<file path="config.mk">
export PLATFORM = sky130hd
export DESIGN_NAME = year_bus_master_flat
export DESIGN_NICKNAME = d
export VERILOG_FILES = /design/src/rtl/clock_pkg.sv /design/src/rtl/year_bus_master_if.sv /design/src/rtl/bin2bcd_6.sv /design/src/rtl/year_bus_master_chk.sv /design/src/rtl/year_bus_master.sv /design/src/flat_wrapper.sv
export SDC_FILE = /design/constraint.sdc
export NUM_CORES = 1
export LEC_CHECK = 0
export CAP_MARGIN = 10
export CORE_ASPECT_RATIO = 1.5
export CORE_MARGIN = 1
export CORE_UTILIZATION = 54
export DETAILED_ROUTE_END_ITERATION = 8
export DONT_BUFFER_PORTS = 1
export GPL_TIMING_DRIVEN = 0
export PLACE_DENSITY_LB_ADDON = 0.05
export SYNTH_ARGS = -nofsm -noshare
export SYNTH_HDL_FRONTEND = slang
export SYNTH_SLANG_ARGS = --single-unit
</file>
<file path="constraint.sdc">
create_clock -name clk -period 15.6 [get_ports clk]
set_clock_uncertainty 0.1 [all_clocks]
set_input_delay 4.68 -clock clk [delete_from_list [all_inputs] [get_ports clk]]
set_output_delay 4.68 -clock clk [all_outputs]
set_load 0.01 [all_outputs]
</file>
<file path="src/rtl/clock_pkg.sv">
// Shared definitions for the clock/calendar bus masters: year limits and the
// master state encoding.
package clock_pkg;

    localparam int YEAR_WIDTH  = 6;
    localparam int YEAR_MIN    = 1;
    localparam int YEAR_MAX    = 60;
    localparam int LOAD_CNT_W  = 4;

    typedef enum logic [1:0] {
        ST_RUN    = 2'd0,
        ST_EDIT   = 2'd1,
        ST_COMMIT = 2'd2,
        ST_SETTLE = 2'd3
    } state_e;

endpackage

</file>
<file path="src/rtl/year_bus_master_if.sv">
// Read/write bus between a calendar-field master and its value register.
interface year_bus_master_if #(
    parameter int WIDTH = clock_pkg::YEAR_WIDTH
);
    logic             enable;
    logic             load;
    logic [WIDTH-1:0] data;
    logic [WIDTH-1:0] databus;

    modport master (output enable, output load, output data, input databus);
    modport slave  (input enable, input load, input data, output databus);
endinterface

</file>
<file path="src/rtl/bin2bcd_6.sv">
// Combinational 6-bit binary (0..63) to two-digit BCD converter.
module bin2bcd_6 (
    input  logic [5:0] bin,
    output logic [3:0] tens,
    output logic [3:0] ones
);

    logic [5:0] rem_s;
    logic [3:0] tens_s;

    // Strip tens one at a time; six stages cover the full 0..63 range.
    always_comb begin
        rem_s  = bin;
        tens_s = 4'd0;
        for (int i = 0; i < 6; i++) begin
            if (rem_s >= 6'd10) begin
                rem_s  = rem_s - 6'd10;
                tens_s = tens_s + 4'd1;
            end else begin
                tens_s = tens_s;
            end
        end
    end

    assign tens = tens_s;
    assign ones = rem_s[3:0];

endmodule

</file>
<file path="src/rtl/year_bus_master_chk.sv">
// Protocol checks for the year bus master.
module year_bus_master_chk (
    input logic clk,
    input logic rst_n,
    input logic enable,
    input logic load
);

    // Read enable and write strobe must never overlap on the register bus.
    a_no_rw_overlap: assert property (@(posedge clk) disable iff (!rst_n) !(enable && load));

endmodule

</file>
<file path="src/rtl/year_bus_master.sv">
// Year register bus master: continuous read/display in RUN, button-driven
// editing and a timed load strobe to write the new value back.
module year_bus_master
    import clock_pkg::*;
#(
    parameter int WIDTH       = YEAR_WIDTH,
    parameter int MIN_VAL     = YEAR_MIN,
    parameter int MAX_VAL     = YEAR_MAX,
    parameter int LOAD_CYCLES = 1
) (
    input  logic                clk,
    input  logic                clear_n,
    input  logic                set_btn,
    input  logic                inc_btn,
    input  logic                dec_btn,
    year_bus_master_if.master   bus,
    output logic [3:0]          digit_tens,
    output logic [3:0]          digit_ones,
    output logic                editing
);

    localparam logic [WIDTH-1:0]      MIN_V    = WIDTH'(MIN_VAL);
    localparam logic [WIDTH-1:0]      MAX_V    = WIDTH'(MAX_VAL);
    localparam logic [WIDTH-1:0]      ONE_V    = WIDTH'(1);
    localparam logic [LOAD_CNT_W-1:0] CNT_LAST = LOAD_CNT_W'(LOAD_CYCLES - 1);

    state_e                  state_r;
    logic [LOAD_CNT_W-1:0]   cnt_r;
    logic [WIDTH-1:0]        shadow_r;
    logic [WIDTH-1:0]        disp_val_r;
    logic [WIDTH-1:0]        data_r;
    logic                    enable_r;
    logic                    load_r;
    logic                    editing_r;
    logic                    set_q_r;
    logic                    inc_q_r;
    logic                    dec_q_r;

    logic                    set_edge_s;
    logic                    inc_edge_s;
    logic                    dec_edge_s;
    logic                    in_range_s;
    logic [WIDTH-1:0]        shadow_nxt_s;

    assign set_edge_s = set_btn & ~set_q_r;
    assign inc_edge_s = inc_btn & ~inc_q_r;
    assign dec_edge_s = dec_btn & ~dec_q_r;
    assign in_range_s = (bus.databus >= MIN_V) && (bus.databus <= MAX_V);

    // Wrapping shadow adjust; simultaneous inc and dec cancel out.
    always_comb begin
        shadow_nxt_s = shadow_r;
        if (inc_edge_s && !dec_edge_s) begin
            shadow_nxt_s = (shadow_r == MAX_V) ? MIN_V : (shadow_r + ONE_V);
        end else if (dec_edge_s && !inc_edge_s) begin
            shadow_nxt_s = (shadow_r == MIN_V) ? MAX_V : (shadow_r - ONE_V);
        end else begin
            shadow_nxt_s = shadow_r;
        end
    end

    // Mode FSM with bus strobes registered alongside the state they belong to.
    always_ff @(posedge clk or negedge clear_n) begin
        if (!clear_n) begin
            state_r    <= ST_RUN;
            cnt_r      <= '0;
            shadow_r   <= MIN_V;
            disp_val_r <= MIN_V;
            data_r     <= MIN_V;
            enable_r   <= 1'b0;
            load_r     <= 1'b0;
            editing_r  <= 1'b0;
            set_q_r    <= 1'b0;
            inc_q_r    <= 1'b0;
            dec_q_r    <= 1'b0;
        end else begin
            set_q_r <= set_btn;
            inc_q_r <= inc_btn;
            dec_q_r <= dec_btn;
            case (state_r)
                ST_RUN: begin
                    load_r <= 1'b0;
                    if (set_edge_s) begin
                        shadow_r  <= disp_val_r;
                        state_r   <= ST_EDIT;
                        enable_r  <= 1'b0;
                        editing_r <= 1'b1;
                    end else begin
                        enable_r  <= 1'b1;
                        editing_r <= 1'b0;
                        // Bus data is only trusted once enable has been seen by the register.
                        if (enable_r && in_range_s) begin
                            disp_val_r <= bus.databus;
                        end else begin
                            disp_val_r <= disp_val_r;
                        end
                    end
                end
                ST_EDIT: begin
                    enable_r  <= 1'b0;
                    editing_r <= 1'b1;
                    if (set_edge_s) begin
                        state_r <= ST_COMMIT;
                        cnt_r   <= '0;
                        load_r  <= 1'b1;
                        data_r  <= shadow_r;
                    end else begin
                        load_r     <= 1'b0;
                        shadow_r   <= shadow_nxt_s;
                        disp_val_r <= shadow_nxt_s;
                    end
                end
                ST_COMMIT: begin
                    if (cnt_r == CNT_LAST) begin
                        state_r   <= ST_SETTLE;
                        load_r    <= 1'b0;
                        enable_r  <= 1'b1;
                        editing_r <= 1'b0;
                    end else begin
                        cnt_r     <= cnt_r + LOAD_CNT_W'(1);
                        load_r    <= 1'b1;
                        enable_r  <= 1'b0;
                        editing_r <= 1'b1;
                    end
                end
                ST_SETTLE: begin
                    state_r   <= ST_RUN;
                    enable_r  <= 1'b1;
                    load_r    <= 1'b0;
                    editing_r <= 1'b0;
                end
                default: begin
                    state_r   <= ST_RUN;
                    enable_r  <= 1'b0;
                    load_r    <= 1'b0;
                    editing_r <= 1'b0;
                end
            endcase
        end
    end

    assign bus.enable = enable_r;
    assign bus.load   = load_r;
    assign bus.data   = data_r;
    assign editing    = editing_r;

    bin2bcd_6 u_bcd (
        .bin  (disp_val_r),
        .tens (digit_tens),
        .ones (digit_ones)
    );

    year_bus_master_chk u_chk (
        .clk    (clk),
        .rst_n  (clear_n),
        .enable (enable_r),
        .load   (load_r)
    );

endmodule

</file>
<file path="src/flat_wrapper.sv">
// flat-port wrapper written by rule: the top's interface ports become plain ports
module year_bus_master_flat import clock_pkg::*;
#(
    parameter int WIDTH       = YEAR_WIDTH,
    parameter int MIN_VAL     = YEAR_MIN,
    parameter int MAX_VAL     = YEAR_MAX,
    parameter int LOAD_CYCLES = 1
)
  (clk, clear_n, set_btn, inc_btn, dec_btn, digit_tens, digit_ones, editing, bus_enable, bus_load, bus_data, bus_databus);
  year_bus_master_if #(.WIDTH(WIDTH)) bus_i ();
  input  logic clk;
  input  logic clear_n;
  input  logic set_btn;
  input  logic inc_btn;
  input  logic dec_btn;
  output logic [3:0] digit_tens;
  output logic [3:0] digit_ones;
  output logic editing;
  output wire logic [$bits(bus_i.enable)-1:0] bus_enable;
  output wire logic [$bits(bus_i.load)-1:0] bus_load;
  output wire logic [$bits(bus_i.data)-1:0] bus_data;
  input wire logic [$bits(bus_i.databus)-1:0] bus_databus;
  assign bus_enable = bus_i.enable;
  assign bus_load = bus_i.load;
  assign bus_data = bus_i.data;
  assign bus_i.databus = bus_databus;
  year_bus_master #(.WIDTH(WIDTH), .MIN_VAL(MIN_VAL), .MAX_VAL(MAX_VAL), .LOAD_CYCLES(LOAD_CYCLES)) u_core (.clk(clk), .clear_n(clear_n), .set_btn(set_btn), .inc_btn(inc_btn), .dec_btn(dec_btn), .bus(bus_i), .digit_tens(digit_tens), .digit_ones(digit_ones), .editing(editing));
endmodule
</file>
Yosys cells after proc, flatten, opt, wreduce, memory -nomap -nowiden
Cells that the tools add are included.
Widths: inputs -> output; s select.
{"block": "totals", "regBits": 30, "wordCells": 103, "ram_bits": 0, "rom_bits": 0, "latchBits": 0, "n_memories": 0, "out_inout_bits": 17}
{"block": "classes", "magnitude_cmp": 8, "n_bitwise": 6, "n_div": 0, "mux": 36, "n_eq_ne": 12, "n_addsub": 14, "reduce_logical": 16, "n_shift": 0, "mul": 0}
{"cell": "$mux 6", "n": 13}
{"cell": "$ge 6x4->1 const B", "n": 6}
{"cell": "$mux 4", "n": 8}
{"cell": "$sub 6x4->6 const B", "n": 5}
{"cell": "$add 4x1->4 const B", "n": 6}
{"cell": "$pmux 6 s2", "n": 2}
{"cell": "$reduce_and 3->1", "n": 3}
{"cell": "$ne 2x1->1 const B", "n": 4}
{"cell": "$pmux 1 s4", "n": 2}
{"cell": "$pmux 2 s4", "n": 1}
{"cell": "$pmux 4 s2", "n": 1}
{"cell": "$add 6x1->6 const B", "n": 1}
{"cell": "$eq 6x1->1 const B", "n": 1}
{"cell": "$eq 6x6->1 const B", "n": 1}
{"cell": "$ge 6x1->1 const B", "n": 1}
{"cell": "$le 6x6->1 const B", "n": 1}
{"cell": "$mux 2", "n": 3}
{"cell": "$ne 2x2->1 const B", "n": 3}
{"cell": "$sub 6x1->6 const B", "n": 1}
{"cell": "$mux 1", "n": 5}
{"cell": "$eq 2x2->1 const B", "n": 2}
{"cell": "$logic_and 1x1->1", "n": 4}
{"cell": "$logic_not 4->1", "n": 1}
{"cell": "$reduce_and 4->1", "n": 1}
{"cell": "10 further kinds", "n": 16}

Depth between registers and ports, before layout
{"block": "depth", "word_depth": 12, "depth_mapped": 36, "ltp_nobuf": 33}

By module
From an unflattened synthesis, not the netlist that was laid out.
{"block": "unflattened", "cells_unflattened": 400, "area_unflattened_um2": 3360.7}
{"mod": "year_bus_master", "seq_area_each_um2": 754.5, "cells_each": 196, "n_inst": 1, "area_each_um2": 1806.7}
{"mod": "bin2bcd_6", "seq_area_each_um2": 0.0, "cells_each": 204, "n_inst": 1, "area_each_um2": 1554.0}

Worst setup path after synthesis
No wires, ideal clock.
{"block": "synth_path", "path_type": "flip-flop to output port", "start": "register u_core.disp_val_r[1]", "end": "output digit_tens[1]", "required_ps": 10820, "path_stages_with_launch": 32, "arrival_time_ps": 6330, "path_slack_ps": 4490, "cell_sequence": "dfrtp_1 > or2_1 > buf_6 > a2111o_1 > a21oi_1 > inv_1 > ha_1 > and2b_1 > o221ai_2 > o311a_1 > buf_6 > mux2_2 > inv_1 > ha_1 > nor2b_1 > and4_1 > o21ai_1 > and3_1 > buf_2 > nand3_1 > clkbuf_1 > o21ai_0 > ha_1 > nor2b_1 > a21oi_1 > o21a_1 > buf_6 > mux2_4 > ha_1 > mux2_2 > ha_1 > mux2_2"}
{"block": "synth_via", "elab_chain_len": 12, "word_cells_on_any_way": 27}
{"element": "from (decl)", "line_no": "year_bus_master.sv:30", "rtl": "logic [WIDTH-1:0] disp_val_r;"}
{"element": "from (signal assigned)", "line_no": "year_bus_master.sv:93", "rtl": "disp_val_r <= bus.databus;"}
{"element": "from (signal assigned)", "line_no": "year_bus_master.sv:95", "rtl": "disp_val_r <= disp_val_r;"}
{"element": "from (signal assigned)", "line_no": "year_bus_master.sv:110", "rtl": "disp_val_r <= shadow_nxt_s;"}
{"element": "$sub 6x4->6 or $ge 6x4->1 (tied branches)", "line_no": "bin2bcd_6.sv:17, bin2bcd_6.sv:16"}
{"element": "$mux 6 or $mux 1 (tied branches)", "line_no": "bin2bcd_6.sv:16", "rtl": "if (rem_s >= 6'd10) begin"}
{"element": "$sub 6x4->6, or another cell as far along", "line_no": "bin2bcd_6.sv:17", "rtl": "rem_s = rem_s - 6'd10;"}
{"element": "$mux 6 or $mux 4 (tied branches)", "line_no": "bin2bcd_6.sv:16"}
{"element": "$sub 6x4->6, or another cell as far along", "line_no": "bin2bcd_6.sv:17"}
{"element": "$mux 6 or $mux 4 (tied branches)", "line_no": "bin2bcd_6.sv:16"}
{"element": "$sub 6x4->6, or another cell as far along", "line_no": "bin2bcd_6.sv:17"}
{"element": "$mux 6 or $mux 4 (tied branches)", "line_no": "bin2bcd_6.sv:16"}
{"element": "$sub 6x4->6, or another cell as far along", "line_no": "bin2bcd_6.sv:17"}
{"element": "$mux 6 or $mux 4 (tied branches)", "line_no": "bin2bcd_6.sv:16"}
{"element": "$ge 6x4->1 or $add 4x1->4 (tied branches)", "line_no": "bin2bcd_6.sv:16, bin2bcd_6.sv:18"}
{"element": "$mux 4 *", "line_no": "bin2bcd_6.sv:16"}
{"element": "to (decl)", "line_no": "flat_wrapper.sv:16", "rtl": "output logic [3:0] digit_tens;"}
Every way passes the cells marked *; elsewhere a longest branch is shown, timed or not.

Worst setup path after layout
{"block": "layout_path", "start": "register u_core.disp_val_r[2]", "end": "output digit_ones[3]"}
{"block": "layout_via", "elab_chain_len": 12, "word_cells_on_any_way": 18}
{"element": "$sub 6x4->6 or $ge 6x4->1 (tied branches)", "line_no": "bin2bcd_6.sv:17, bin2bcd_6.sv:16"}
{"element": "$mux 6 *", "line_no": "bin2bcd_6.sv:16"}
{"element": "$sub 6x4->6 or $ge 6x4->1 (tied branches)", "line_no": "bin2bcd_6.sv:17, bin2bcd_6.sv:16"}
{"element": "$mux 6 *", "line_no": "bin2bcd_6.sv:16"}
{"element": "$sub 6x4->6 or $ge 6x4->1 (tied branches)", "line_no": "bin2bcd_6.sv:17, bin2bcd_6.sv:16"}
{"element": "$mux 6 *", "line_no": "bin2bcd_6.sv:16"}
{"element": "$sub 6x4->6 or $ge 6x4->1 (tied branches)", "line_no": "bin2bcd_6.sv:17, bin2bcd_6.sv:16"}
{"element": "$mux 6 *", "line_no": "bin2bcd_6.sv:16"}
{"element": "$sub 6x4->6 or $ge 6x4->1 (tied branches)", "line_no": "bin2bcd_6.sv:17, bin2bcd_6.sv:16"}
{"element": "$mux 6 *", "line_no": "bin2bcd_6.sv:16"}
{"element": "$ge 6x4->1 or $sub 4x4->4 (tied branches)", "line_no": "bin2bcd_6.sv:16, bin2bcd_6.sv:17"}
{"element": "$mux 4 *", "line_no": "bin2bcd_6.sv:16"}
{"element": "to (decl)", "line_no": "flat_wrapper.sv:17", "rtl": "output logic [3:0] digit_ones;"}
Marked as above.

==> results.yml <==
logic_synthesis:
  post-synth-top-area-cell: "dfrtp_1"
  ys_types: 78
  syn_area_um2: 3210
  synth_edf_count: 0
  avgSynthCellArea_um2: 8.23
  synth_common_cells: "nor2_1 (40), nand2_1 (36), dfrtp_1 (27), o21ai_0 (27), a21oi_1 (22)"
  synthArstFlopShare_pct: 100
  yosysSeqAreaShare_pct: 23.5
  synth.most_common_cell: "nor2_1"
  synth-main-ff-cell: "dfrtp_1"
  syn_inst: 390
  synth-seq-cells: 30
  syn_nets: 422
  synth_area_leaders: "dfrtp_1 (21%), ha_1 (8.2%), mux2_2 (4.9%), nor2_1 (4.7%), nand2_1 (4.2%)"
  synth-warning-count: 0
  synth_top_area_share_pct: 21.0
clock_tree:
  cts.hold.buffers_added: 0
  clock_latency_ns: 0.28
  cts_sinks: 30
  cts_resized: 0
  h-tree-depth: 2
  clock_path_buffers: 2
  tritoncts: "built"
  cts_setup_buffers: 0
  path_clk_slew_ns: 0.06
  cts_inserted_buffers: 5
  root_buffer: "clkbuf_8"
min_path:
  hold_class: "reg2reg"
  min_from: "u_core.bus.data[0]"
  hold_depth: 2
  holdPathEnd: "u_core.bus.data[0]"
cells_and_area:
  syn_to_final_growth_pct: 5.65
  n_antenna_cell: 0
  final_net_count: 429
  nFillCells: 584
  drive_above_1_share_pct: 14.6
critical_path:
  crit_top_cell: "ha_1"
  rrSetupSlack_ns: 13.11
  arrival_ns: 7.34
  cpPeakStageDelay_ns: 0.44
  crit_type: "reg2out"
  critPathRequiredTime_ns: 10.82
  worst_r2r_path_depth: 9
  start_kind: "flip-flop"
  r2r_start: "u_core.shadow_r[1]"
  rr_endpoint: "u_core.shadow_r[3]"
  end_kind: "output port"
  crit_fanout: 10
  crit_path_top_delay_cell: "dfrtp_1"
sta:
  fmax_mhz: 82.5
  slew_viol_final: 0
  tns_ns: 0
  fin_crit_sh_pct: 77.7
  period_needed_ns: 12.12
  setup_viol: 0
  worst_slack_ns: 3.48
  rsz0062_at_grt: "false"
  worst_pin_slew_ns: 0.733
  slew_headroom_pct: 50.8
  hold_violations: 0
drt:
  avgViaCountPerCell: 6.09
  ant_nets: 0
  routedWlPerCell_um: 15.3
  vias: 2862
  drc_errors: 0
  dr.pass1.iters: 4
  drt-total-wl_um: 7170
  drtIter0Drc: 123
global_route:
  grt_overflow: 0
  grt_max_degree: 31
  antenna_found_initial: 0
  grt_pass1_vias: 2739
  grt_pass1_wl_um: 12100
  grtUsageTotal_pct: 24.4
placement:
  dp_slack_ns: 3.81
  portBuffers: 0
  hpwlAfterDp_um: 5730
  gp_congestion: 0.868
floorplanning:
  rows: 34
  dieArea_um2: 6260
  die_h_um: 96.4
  io-pin-count: 28
  core_um2: 5790
  chipWidth_um: 65.0
  initial_core_util_pct: 55.5
outcome:
  status: "finished, final reports clean"
flow_run:
  maxCapViolCount: 0
==> final cells by class <==
type                       instances  area (um2)  area share, %
multi-input combinational        325        2290           67.6
clock inverter                     1        5.00          0.148
clock buffer                       7        86.3           2.55
sequential                        30         754           22.2
buffer                            15        87.6           2.58
inverter                          20        76.3           2.25
tap                               72        90.1           2.66
==> per-stage QoR <==
step	hold slack [ns]	utilization [%]	area (um2)	instances
after floorplan	0.386	-	3210	390
after global placement	0.400	57.1	3300	462
after detailed placement	0.409	57.1	3300	462
after CTS	0.418	58.6	3390	470
after global routing	0.478	58.6	3390	470
final	0.411	58.6	3390	470
==> critical path: cells and delay by family, from the launching register on <==
kind            cells  cell delay (ns)
compound gates     12             2.68
simple gates        8             1.58
fa+ha+maj           5             1.01
buf+inv             6             0.88
mux                 2             0.45
flops               1             0.44
==> layer usage <==
layer / routed length, um / global-route usage, % / vias up
li1: - / - / 1448
met1: 2910 / 24.9 / 1351
met2: 3960 / 49.7 / 53
met3: 196 / 2.93 / 10
met4: 106 / 8.15 / 0
met5: 0 / 0 / -
==> how the worst max path moves through the flow <==
stage,startpoint,end,cells past startpoint
3_3_place_gp,u_core.disp_val_r[2],digit_tens[1],32
5_1_grt,u_core.disp_val_r[2],digit_ones[3],33
2_1_floorplan,u_core.disp_val_r[1],digit_tens[1],31
3_5_place_dp,u_core.disp_val_r[2],digit_ones[3],33
4_1_cts,u_core.disp_val_r[2],digit_ones[3],33
6_report,u_core.disp_val_r[2],digit_ones[3],33
==> state kept, by name (all words and copies together) (netlist names) <==
| register | count |
|---|---|
| u_core.bus.load | 1 |
| u_core.inc_q_r | 1 |
| u_core.state_r | 2 |
| u_core.shadow_r | 6 |
| u_core.cnt_r | 4 |
| u_core.editing | 1 |
| u_core.dec_q_r | 1 |
| u_core.bus.data | 6 |
| u_core.bus.enable | 1 |
| u_core.disp_val_r | 6 |
| u_core.set_q_r | 1 |
==> cells in the final DEF, fill, tap and decap left out, drive strengths merged, types with 5 or more instances in the layout <==
cell / Yosys / layout
a21oi: 23 / 23
a22o: 5 / 5
a31oi: 6 / 6
buf: 8 / 8
clkbuf: 7 / 14
dfrtp: 27 / 27
ha: 21 / 21
inv: 19 / 19
mux2: 17 / 17
nand2: 37 / 37
nand2b: 6 / 6
nand3: 13 / 13
nor2: 43 / 43
nor2b: 7 / 7
nor3: 7 / 7
nor3b: 6 / 6
o211ai: 10 / 10
o21a: 5 / 5
o21ai: 30 / 30
o32ai: 5 / 5
xnor2: 11 / 11
xor2: 7 / 7
==> cells by family after synthesis <==
group | synth area share, %
AND/OR/NAND/NOR | 22.6
flip-flops | 23.5
adder cells (fa/ha/maj) | 8.18
multiplexers | 7.64
AO/OA/AOI/OAI | 27.4
XOR/XNOR | 5.49
buffers and inverters | 5.11
Power is left out: the tool's default activity adds up to more than one toggle a clock period on the data nets, which glitch-free logic cannot reach.
